<file path="config.mk">
export PLATFORM = sky130hd
export DESIGN_NAME = id_ex_hazard_stage
export DESIGN_NICKNAME = d
export VERILOG_FILES = /design/src/rtl/id_ex_hazard_stage_pkg.sv /design/src/rtl/id_ex_hazard_stage_load_use_detect.sv /design/src/rtl/id_ex_hazard_stage.sv
export SDC_FILE = /design/constraint.sdc
export NUM_CORES = 1
export LEC_CHECK = 0
export BUFFER_PORTS_ARGS = -buffer_cell sky130_fd_sc_hd__buf_2
export CAP_MARGIN = 20
export CORE_AREA = 2 2 135 137
export CTS_CLUSTER_DIAMETER = 50
export DETAILED_ROUTE_END_ITERATION = 16
export DIE_AREA = 0 0 137 139
export PLACE_DENSITY = 0.67
export SLEW_MARGIN = 30
export SYNTH_ARGS = -nofsm -noshare
export SYNTH_HDL_FRONTEND = slang
export SYNTH_SLANG_ARGS = --single-unit
</file>
<file path="constraint.sdc">
create_clock -name clk -period 2.15 [get_ports clk]
set_clock_uncertainty 0.2 [all_clocks]
set_input_delay 0.3225 -clock clk [delete_from_list [all_inputs] [get_ports clk]]
set_output_delay 0.3225 -clock clk [all_outputs]
set_load 0.02 [all_outputs]
</file>
<file path="src/rtl/id_ex_hazard_stage_pkg.sv">
// Shared RV32 pipeline constants: register index width, datapath width and the
// bit layout of the opaque EX/MEM/WB control bundle.
package id_ex_hazard_stage_pkg;

  localparam int XLEN      = 32;
  localparam int REG_IDX_W = 5;
  localparam int CTRL_W    = 8;

  // Control bundle layout; this stage passes it through without decoding it
  localparam int CTRL_ALU_SRC    = 0;
  localparam int CTRL_ALU_OP_LSB = 1;
  localparam int CTRL_ALU_OP_MSB = 4;
  localparam int CTRL_MEM_WRITE  = 5;
  localparam int CTRL_MEM_TO_REG = 6;
  localparam int CTRL_BRANCH     = 7;

  localparam logic [CTRL_W-1:0] BUBBLE_CTRL = '0;

endpackage

</file>
<file path="src/rtl/id_ex_hazard_stage_load_use_detect.sv">
// Load-use hazard detect: the EX instruction is a load whose rd is read by the
// instruction sitting in ID. x0 never matches.
module load_use_detect
  import id_ex_hazard_stage_pkg::*;
(
  input  logic                 ex_valid,
  input  logic                 ex_mem_read,
  input  logic [REG_IDX_W-1:0] ex_rd,
  input  logic                 id_valid,
  input  logic [REG_IDX_W-1:0] id_rs1,
  input  logic [REG_IDX_W-1:0] id_rs2,
  input  logic                 id_rs1_used,
  input  logic                 id_rs2_used,
  output logic                 hz
);

  logic rs1_hit, rs2_hit;

  assign rs1_hit = id_rs1_used && (id_rs1 == ex_rd);
  assign rs2_hit = id_rs2_used && (id_rs2 == ex_rd);

  assign hz = ex_valid && ex_mem_read && (ex_rd != '0) && id_valid
              && (rs1_hit || rs2_hit);

endmodule

</file>
<file path="src/rtl/id_ex_hazard_stage.sv">
// ID/EX pipeline register with load-use bubble insertion, flush squash and
// saturating stall/flush event counters.
module id_ex_hazard_stage #(
  parameter int XLEN   = 32,
  parameter int CTRL_W = 8,
  parameter int CNT_W  = 16
) (
  input  logic              clk,
  input  logic              rst,
  input  logic              flush,
  input  logic              id_valid,
  input  logic [XLEN-1:0]   id_pc,
  input  logic [4:0]        id_rs1,
  input  logic [4:0]        id_rs2,
  input  logic              id_rs1_used,
  input  logic              id_rs2_used,
  input  logic [4:0]        id_rd,
  input  logic [XLEN-1:0]   id_rdata1,
  input  logic [XLEN-1:0]   id_rdata2,
  input  logic [XLEN-1:0]   id_imm,
  input  logic              id_reg_write,
  input  logic              id_mem_read,
  input  logic [CTRL_W-1:0] id_ctrl,
  output logic              pc_write,
  output logic              ifid_write,
  output logic              ex_valid,
  output logic [XLEN-1:0]   ex_pc,
  output logic [XLEN-1:0]   ex_rdata1,
  output logic [XLEN-1:0]   ex_rdata2,
  output logic [XLEN-1:0]   ex_imm,
  output logic [4:0]        ex_rs1,
  output logic [4:0]        ex_rs2,
  output logic [4:0]        ex_rd,
  output logic              ex_reg_write,
  output logic              ex_mem_read,
  output logic [CTRL_W-1:0] ex_ctrl,
  output logic [CNT_W-1:0]  stall_cnt,
  output logic [CNT_W-1:0]  flush_cnt
);

  import id_ex_hazard_stage_pkg::*;

  typedef struct packed {
    logic                 valid;
    logic [XLEN-1:0]      pc;
    logic [XLEN-1:0]      rdata1;
    logic [XLEN-1:0]      rdata2;
    logic [XLEN-1:0]      imm;
    logic [REG_IDX_W-1:0] rs1;
    logic [REG_IDX_W-1:0] rs2;
    logic [REG_IDX_W-1:0] rd;
    logic                 reg_write;
    logic                 mem_read;
    logic [CTRL_W-1:0]    ctrl;
  } ex_reg_t;

  ex_reg_t ex_q, ex_d;
  logic    hz;
  logic    stall_evt;

  load_use_detect u_lud (
    .ex_valid    (ex_q.valid),
    .ex_mem_read (ex_q.mem_read),
    .ex_rd       (ex_q.rd),
    .id_valid    (id_valid),
    .id_rs1      (id_rs1),
    .id_rs2      (id_rs2),
    .id_rs1_used (id_rs1_used),
    .id_rs2_used (id_rs2_used),
    .hz          (hz)
  );

  // Flush must not hold the front end, or the redirect target would be lost
  assign pc_write   = ~hz | flush;
  assign ifid_write = ~hz | flush;
  assign stall_evt  = hz & ~flush;

  always_comb begin
    ex_d      = '0;
    ex_d.ctrl = CTRL_W'(BUBBLE_CTRL);
    if (!flush && !hz) begin
      ex_d.valid  = id_valid;
      ex_d.pc     = id_pc;
      ex_d.rdata1 = id_rdata1;
      ex_d.rdata2 = id_rdata2;
      ex_d.imm    = id_imm;
      ex_d.rs1    = id_rs1;
      ex_d.rs2    = id_rs2;
      ex_d.rd     = id_rd;
      // An invalid slot must never write state downstream
      if (id_valid) begin
        ex_d.reg_write = id_reg_write;
        ex_d.mem_read  = id_mem_read;
        ex_d.ctrl      = id_ctrl;
      end
    end
  end

  always_ff @(posedge clk) begin
    if (rst) begin
      ex_q      <= '0;
      stall_cnt <= '0;
      flush_cnt <= '0;
    end else begin
      ex_q <= ex_d;
      if (flush && !(&flush_cnt))
        flush_cnt <= flush_cnt + CNT_W'(1);
      if (stall_evt && !(&stall_cnt))
        stall_cnt <= stall_cnt + CNT_W'(1);
    end
  end

  assign ex_valid     = ex_q.valid;
  assign ex_pc        = ex_q.pc;
  assign ex_rdata1    = ex_q.rdata1;
  assign ex_rdata2    = ex_q.rdata2;
  assign ex_imm       = ex_q.imm;
  assign ex_rs1       = ex_q.rs1;
  assign ex_rs2       = ex_q.rs2;
  assign ex_rd        = ex_q.rd;
  assign ex_reg_write = ex_q.reg_write;
  assign ex_mem_read  = ex_q.mem_read;
  assign ex_ctrl      = ex_q.ctrl;

endmodule

</file>
# After elaboration in Yosys (flattened, before gate mapping)
# Cells that the tools add are included.
# word_totals
reg_bits,186
output_inout_bits,188
wordCells,42
input_bits,159
# classes
n_addsub,2
reduce_logical,19
n_eq_ne,2
bitwise_logic,6
# op_table
op,n
$add A16 B1 Y16 const B,2
$reduce_and A16 Y1,2
$eq A5 B5 Y1,2
$logic_and A1 B1 Y1,9
$reduce_bool A5 Y1,1
$logic_not A1 Y1,4
$not A1 Y1,4
$reduce_or A3 Y1,1
$reduce_or A2 Y1,1
$and A1 B1 Y1,1
$logic_or A1 B1 Y1,1
$or A1 B1 Y1,1

# Logic depth before layout (Yosys ltp)
# logic_depth
ltp_word,8
depth_mapped,8

# Hierarchy
# Synthesis repeated with hierarchy kept, for this count alone.
# hier_totals
cells_unflattened,545
area_unflattened_um2,5928.2
# by_module_without_submodules
mod,seq_area_each_um2,cells_per_inst,n_inst,area_per_inst_um2
id_ex_hazard_stage,3723.6,528,1,5796.8
load_use_detect,0.0,17,1,131.4

# Worst setup path before layout
# OpenSTA, ideal clock, no wires.
# synth_path
kind,reg2out
from,"register ex_q, in the netlist ex_rd[0]"
to,output port pc_write
required_time_ps,1627
path_stages_with_launch,8
arrival_ps,2127
path_buffers,3
path_slack_ps,-499
cell_sequence,dfxtp_1 xor2_1 nor4_2 a32oi_2 buf_4 buf_2 or3_1 buf_4
# synth_via
elab_chain_cells,6
word_cells_on_any_way,11
classes_between,eq/ne (2); bitwise (2); reduce/logical (7)
# synth_rtl
element,line,text
start: declaration,id_ex_hazard_stage.sv:57,"ex_reg_t ex_q, ex_d;"
start signal: assignment,id_ex_hazard_stage.sv:101,ex_q <= '0;
start signal: assignment,id_ex_hazard_stage.sv:105,ex_q <= ex_d;
$eq A5 B5 Y1 (tied with other cells),id_ex_hazard_stage_load_use_detect.sv:19,assign rs1_hit = id_rs1_used && (id_rs1 == ex_rd);
"$logic_and A1 B1 Y1, on equally long branches","id_ex_hazard_stage_load_use_detect.sv:19, id_ex_hazard_stage_load_use_detect.sv:20, id_ex_hazard_stage_load_use_detect.sv:22",
$logic_or A1 B1 Y1 or $logic_and A1 B1 Y1 (tied branches),"id_ex_hazard_stage_load_use_detect.sv:23, id_ex_hazard_stage_load_use_detect.sv:22",
$logic_and A1 B1 Y1 (*),id_ex_hazard_stage_load_use_detect.sv:23,&& (rs1_hit || rs2_hit);
$not A1 Y1 (*),-,
$or A1 B1 Y1 (*),-,
end: declaration,id_ex_hazard_stage.sv:24,"output logic pc_write,"
# Every way passes the cells marked *; elsewhere a longest branch is shown, timed or not.

# Final worst setup path
# layout_path
from,"register ex_q, in the netlist ex_rd[4]"
to,output port ifid_write
# layout_via
elab_chain_cells,6
word_cells_on_any_way,11
classes_between,eq/ne (2); bitwise (2); reduce/logical (7)
# layout_rtl
element,line,text
$eq A5 B5 Y1 (tied with other cells),id_ex_hazard_stage_load_use_detect.sv:19,
"$logic_and A1 B1 Y1, on equally long branches","id_ex_hazard_stage_load_use_detect.sv:19, id_ex_hazard_stage_load_use_detect.sv:20, id_ex_hazard_stage_load_use_detect.sv:22",
$logic_or A1 B1 Y1 or $logic_and A1 B1 Y1 (tied branches),"id_ex_hazard_stage_load_use_detect.sv:23, id_ex_hazard_stage_load_use_detect.sv:22",
$logic_and A1 B1 Y1 (*),id_ex_hazard_stage_load_use_detect.sv:23,
$not A1 Y1 (*),id_ex_hazard_stage.sv:75,assign ifid_write = ~hz | flush;
$or A1 B1 Y1 (*),id_ex_hazard_stage.sv:75,
end: declaration,id_ex_hazard_stage.sv:25,"output logic ifid_write,"
# Marks and branches as above.

==> results.yml <==
floorplanning:
  dieWidth_microns: 137
  io_pins: 347
  coreArea_sq_mm: 0.0177
  start_util_pct: 33.9
  fp.dieH_microns: 139
  fp-row-count: 49
  dieArea_sq_mm: 0.0190
logic_synthesis:
  yosysUniqueCellTypes: 48
  ys_ff_latch: 186
  synthCells: 544
  ys_seq_area_share_pct: 62.1
  syn-cell-area_sq_mm: 0.00599
  syn_area_per_cell_sq_um: 11.0
  async_reset_ff_share_pct: 0
  syn_nets: 705
  synth_edf_count: 0
  synth_ff_type: "dfxtp_1"
  ys_warn_count: 0
power:
  pwr-share-seq_pct: 44.9
  switching_share_pct: 25.2
  peakVddDrop_mv: 0.534
  power.share.clock_pct: 40.0
  switching_power_w: 0.00202
  combPwrFrac_pct: 15.1
  leakage_nw: 5.73
  p_per_area_mw_per_mm2: 676
  p_int_w: 0.00600
critical_path:
  endpoint: "ifid_write"
  r2r-start: "ex_rd[4]$_SDFF_PP0_"
  critical_path.startpoint: "ex_rd[4]$_SDFF_PP0_"
  cp.arrival_ps: 1980
  slowest_delay_ps: 380
  critical_path.max_fanout: 4
  worst-path-stages: 5
  cp_cell_sequence: "xor2_2 > nor4_2 > a32oi_2 > or3_4 > buf_6"
  cp_slowest_cell: "or3_4"
  critical_path.top_delay_family: "simple AND/OR/NAND/NOR gates"
  path_class: "register to output pin"
  reg2regPathDepth: 9
  r2r_end: "stall_cnt[11]$_SDFFE_PP0P_"
  cp.required_ps: 1630
  crit_buf_inv: 1
  cp-start-kind: "register"
  cp-end-kind: "output pin"
  regToRegSetupSlack_ps: -280
timing:
  slew-limit-headroom_pct: 64.0
  whs_ps: 86.6
  max_freq_mhz: 400
  finalHoldViolations: 0
  drv_slew: 0
  setup_slack_ps: -350
  rsz0062_at_grt: "yes"
  setup_violations: 171
  period_needed_ps: 2500
  min_period_over_period_pct: 116
  tightest_slew_ps: 538
place:
  place_area_sq_mm: 0.00815
  hpwl_microns: 12500
  gp_congestion: 0.822
  numPortBuffers: 346
global_route:
  grt_max_degree: 36
  overflow: 0
  grt_pass1_vias: 6472
  track_usage_pct: 24.2
  antenna_found_initial: 0
  grt_pass1_wl_microns: 35000
final_layout:
  diodes: 0
  nets: 1275
  final_core_util_pct: 67.2
  fillers: 1223
  seq_area_sq_mm: 0.00374
  final_area_sq_mm: 0.0119
  most-common-layout-cells: "buf_2 (344), dfxtp_1 (177), dlygate4sd3_1 (153)"
  layout-drive-gt1-share_pct: 58.3
  area_growth_pct: 97.9
  multiInputGateArea_sq_mm: 0.00275
  final_common_cell: "buf_2"
routing:
  vias: 6326
  final_antenna_net_count: 0
  via_per_inst: 4.67
  drtIter0Drc: 227
  firstDrtPassIters: 5
  drc: 0
  wl_microns: 25600
  avgRoutedWirePerCell_microns: 18.9
outcome:
  status: "finished with violations"
  violations: "setup timing"
cts:
  clock_latency_ps: 430
  cts_tree: "built"
  clkTransAtPathRegs_ps: 70
  clock_path_buffers: 2
  cts_max_level: 4
  cts_root_buffer: "clkbuf_16"
  cts.sinks: 186
  cts_buffers: 17
flow_run:
  maxCapViolCount: 0
min_path:
  worst_hold_path_type: "input port to register"
worst min path at each step:
stage               slack (ps)                    endpoint                  startpoint  cells past startpoint
finish                      90   flush_cnt[2]$_SDFFE_PP0P_                       flush                      3
CTS                         70   flush_cnt[2]$_SDFFE_PP0P_                       flush                      3
detailed placement         300  stall_cnt[15]$_SDFFE_PP0P_  stall_cnt[15]$_SDFFE_PP0P_                      2
global route                90   flush_cnt[2]$_SDFFE_PP0P_                       flush                      3
floorplan                  240         ex_rd[0]$_SDFF_PP0_                    id_rd[0]                      1
global placement           290  stall_cnt[15]$_SDFFE_PP0P_  stall_cnt[15]$_SDFFE_PP0P_                      2
timing repair:
action	4_1_cts	5_1_grt
pin swaps	79	95
buffers inserted	19	9
hold buffers	153	0
resized for setup	132	119
cloned	25	9
hold endpoints to repair	153	0
endpoints found under the setup margin	162	172
layout make-up:
type / count / area share, %
sequential: 186 / 31.6
clock inverter: 13 / 1.37
inverter: 4 / 0.127
clock buffer: 18 / 3.62
multi-input combinational: 327 / 23.2
tap: 229 / 2.42
timing repair buffer: 578 / 37.7
cell families (layout without fill, tap and decap cells):
logic type / count (synthesis) / after routing / synth area share (%)
XOR/XNOR: 19 / 19 / 2.78
multiplexers: 7 / 7 / 1.29
AO/OA/AOI/OAI: 34 / 36 / 4.13
AND/OR/NAND/NOR: 263 / 263 / 26.5
adder cells (fa/ha/maj): 2 / 2 / 0.418
buffers and inverters: 33 / 613 / 2.74
flip-flops: 186 / 186 / 62.1
synth_stat cells, types with 2 or more instances:
master	number	area share (%)
or4b_1	3	0.50
dfxtp_1	186	62
nand4_1	11	1.1
buf_2	8	0.67
and2_1	145	15
nor4_2	2	0.42
xor2_1	9	1.3
o21ai_2	2	0.29
nor4_1	11	1.1
ha_1	2	0.42
clkbuf_1	7	0.44
o31ai_1	4	0.50
and4_1	4	0.58
a31oi_1	2	0.21
nand3_1	4	0.33
a211oi_1	2	0.25
nand2_1	14	0.88
o21ai_0	3	0.25
or3_1	3	0.31
nor2b_1	6	0.63
nand2b_1	2	0.21
nor2_1	22	1.4
xnor2_1	10	1.5
clkbuf_2	9	0.75
inv_1	4	0.25
o41ai_1	2	0.29
buf_4	3	0.38
a21oi_1	9	0.75
mux2_2	6	1.1
or4_1	7	0.88
o21a_1	3	0.38
and3_1	14	1.5
nor3_1	10	0.84
power by group through the flow:
stage          sequential [W]  combinational (W)  clock, W
5_1_grt               0.00361            0.00127   0.00338
4_1_cts               0.00359            0.00112   0.00324
2_1_floorplan         0.00383           0.000154         0
3_5_place_dp          0.00367           0.000612         0
6_report              0.00360            0.00121   0.00320
3_3_place_gp          0.00367           0.000603         0
through the flow:
stage	total power [W]	setup slack, ps	std cells	setup TNS [ps]
2_1_floorplan	0.00398	-207	544	-263
3_3_place_gp	0.00427	-171	1121	-10510
3_5_place_dp	0.00428	-267	1121	-19750
4_1_cts	0.00795	-334	1349	-43780
5_1_grt	0.00826	-403	1355	-33110
6_report	0.00801	-350	1355	-24780
state kept, by name, indices dropped and copies added (netlist names):
| name | flops |
|---|---|
| ex_rdata2 | 32 |
| ex_valid | 1 |
| ex_rs2 | 5 |
| ex_rdata1 | 32 |
| ex_rs1 | 5 |
| ex_pc | 32 |
| ex_ctrl | 8 |
| stall_cnt | 16 |
| ex_reg_write | 1 |
| flush_cnt | 16 |
| ex_rd | 5 |
| ex_imm | 32 |
| ex_mem_read | 1 |
layer usage:
metal / vias to the layer above / GRT usage [%] / routed length [microns]
li1: 2964 / - / -
met1: 3047 / 28.1 / 9940
met3: 46 / 6.47 / 1620
met2: 269 / 42.6 / 13400
met5: - / 0 / 0
met4: 0 / 8.52 / 632
worst min-delay path: stages:
cell	delay, ps
buf_2	140
a21oi_1	140
a211oi_1	60
Power figures use the tool's default switching activity.
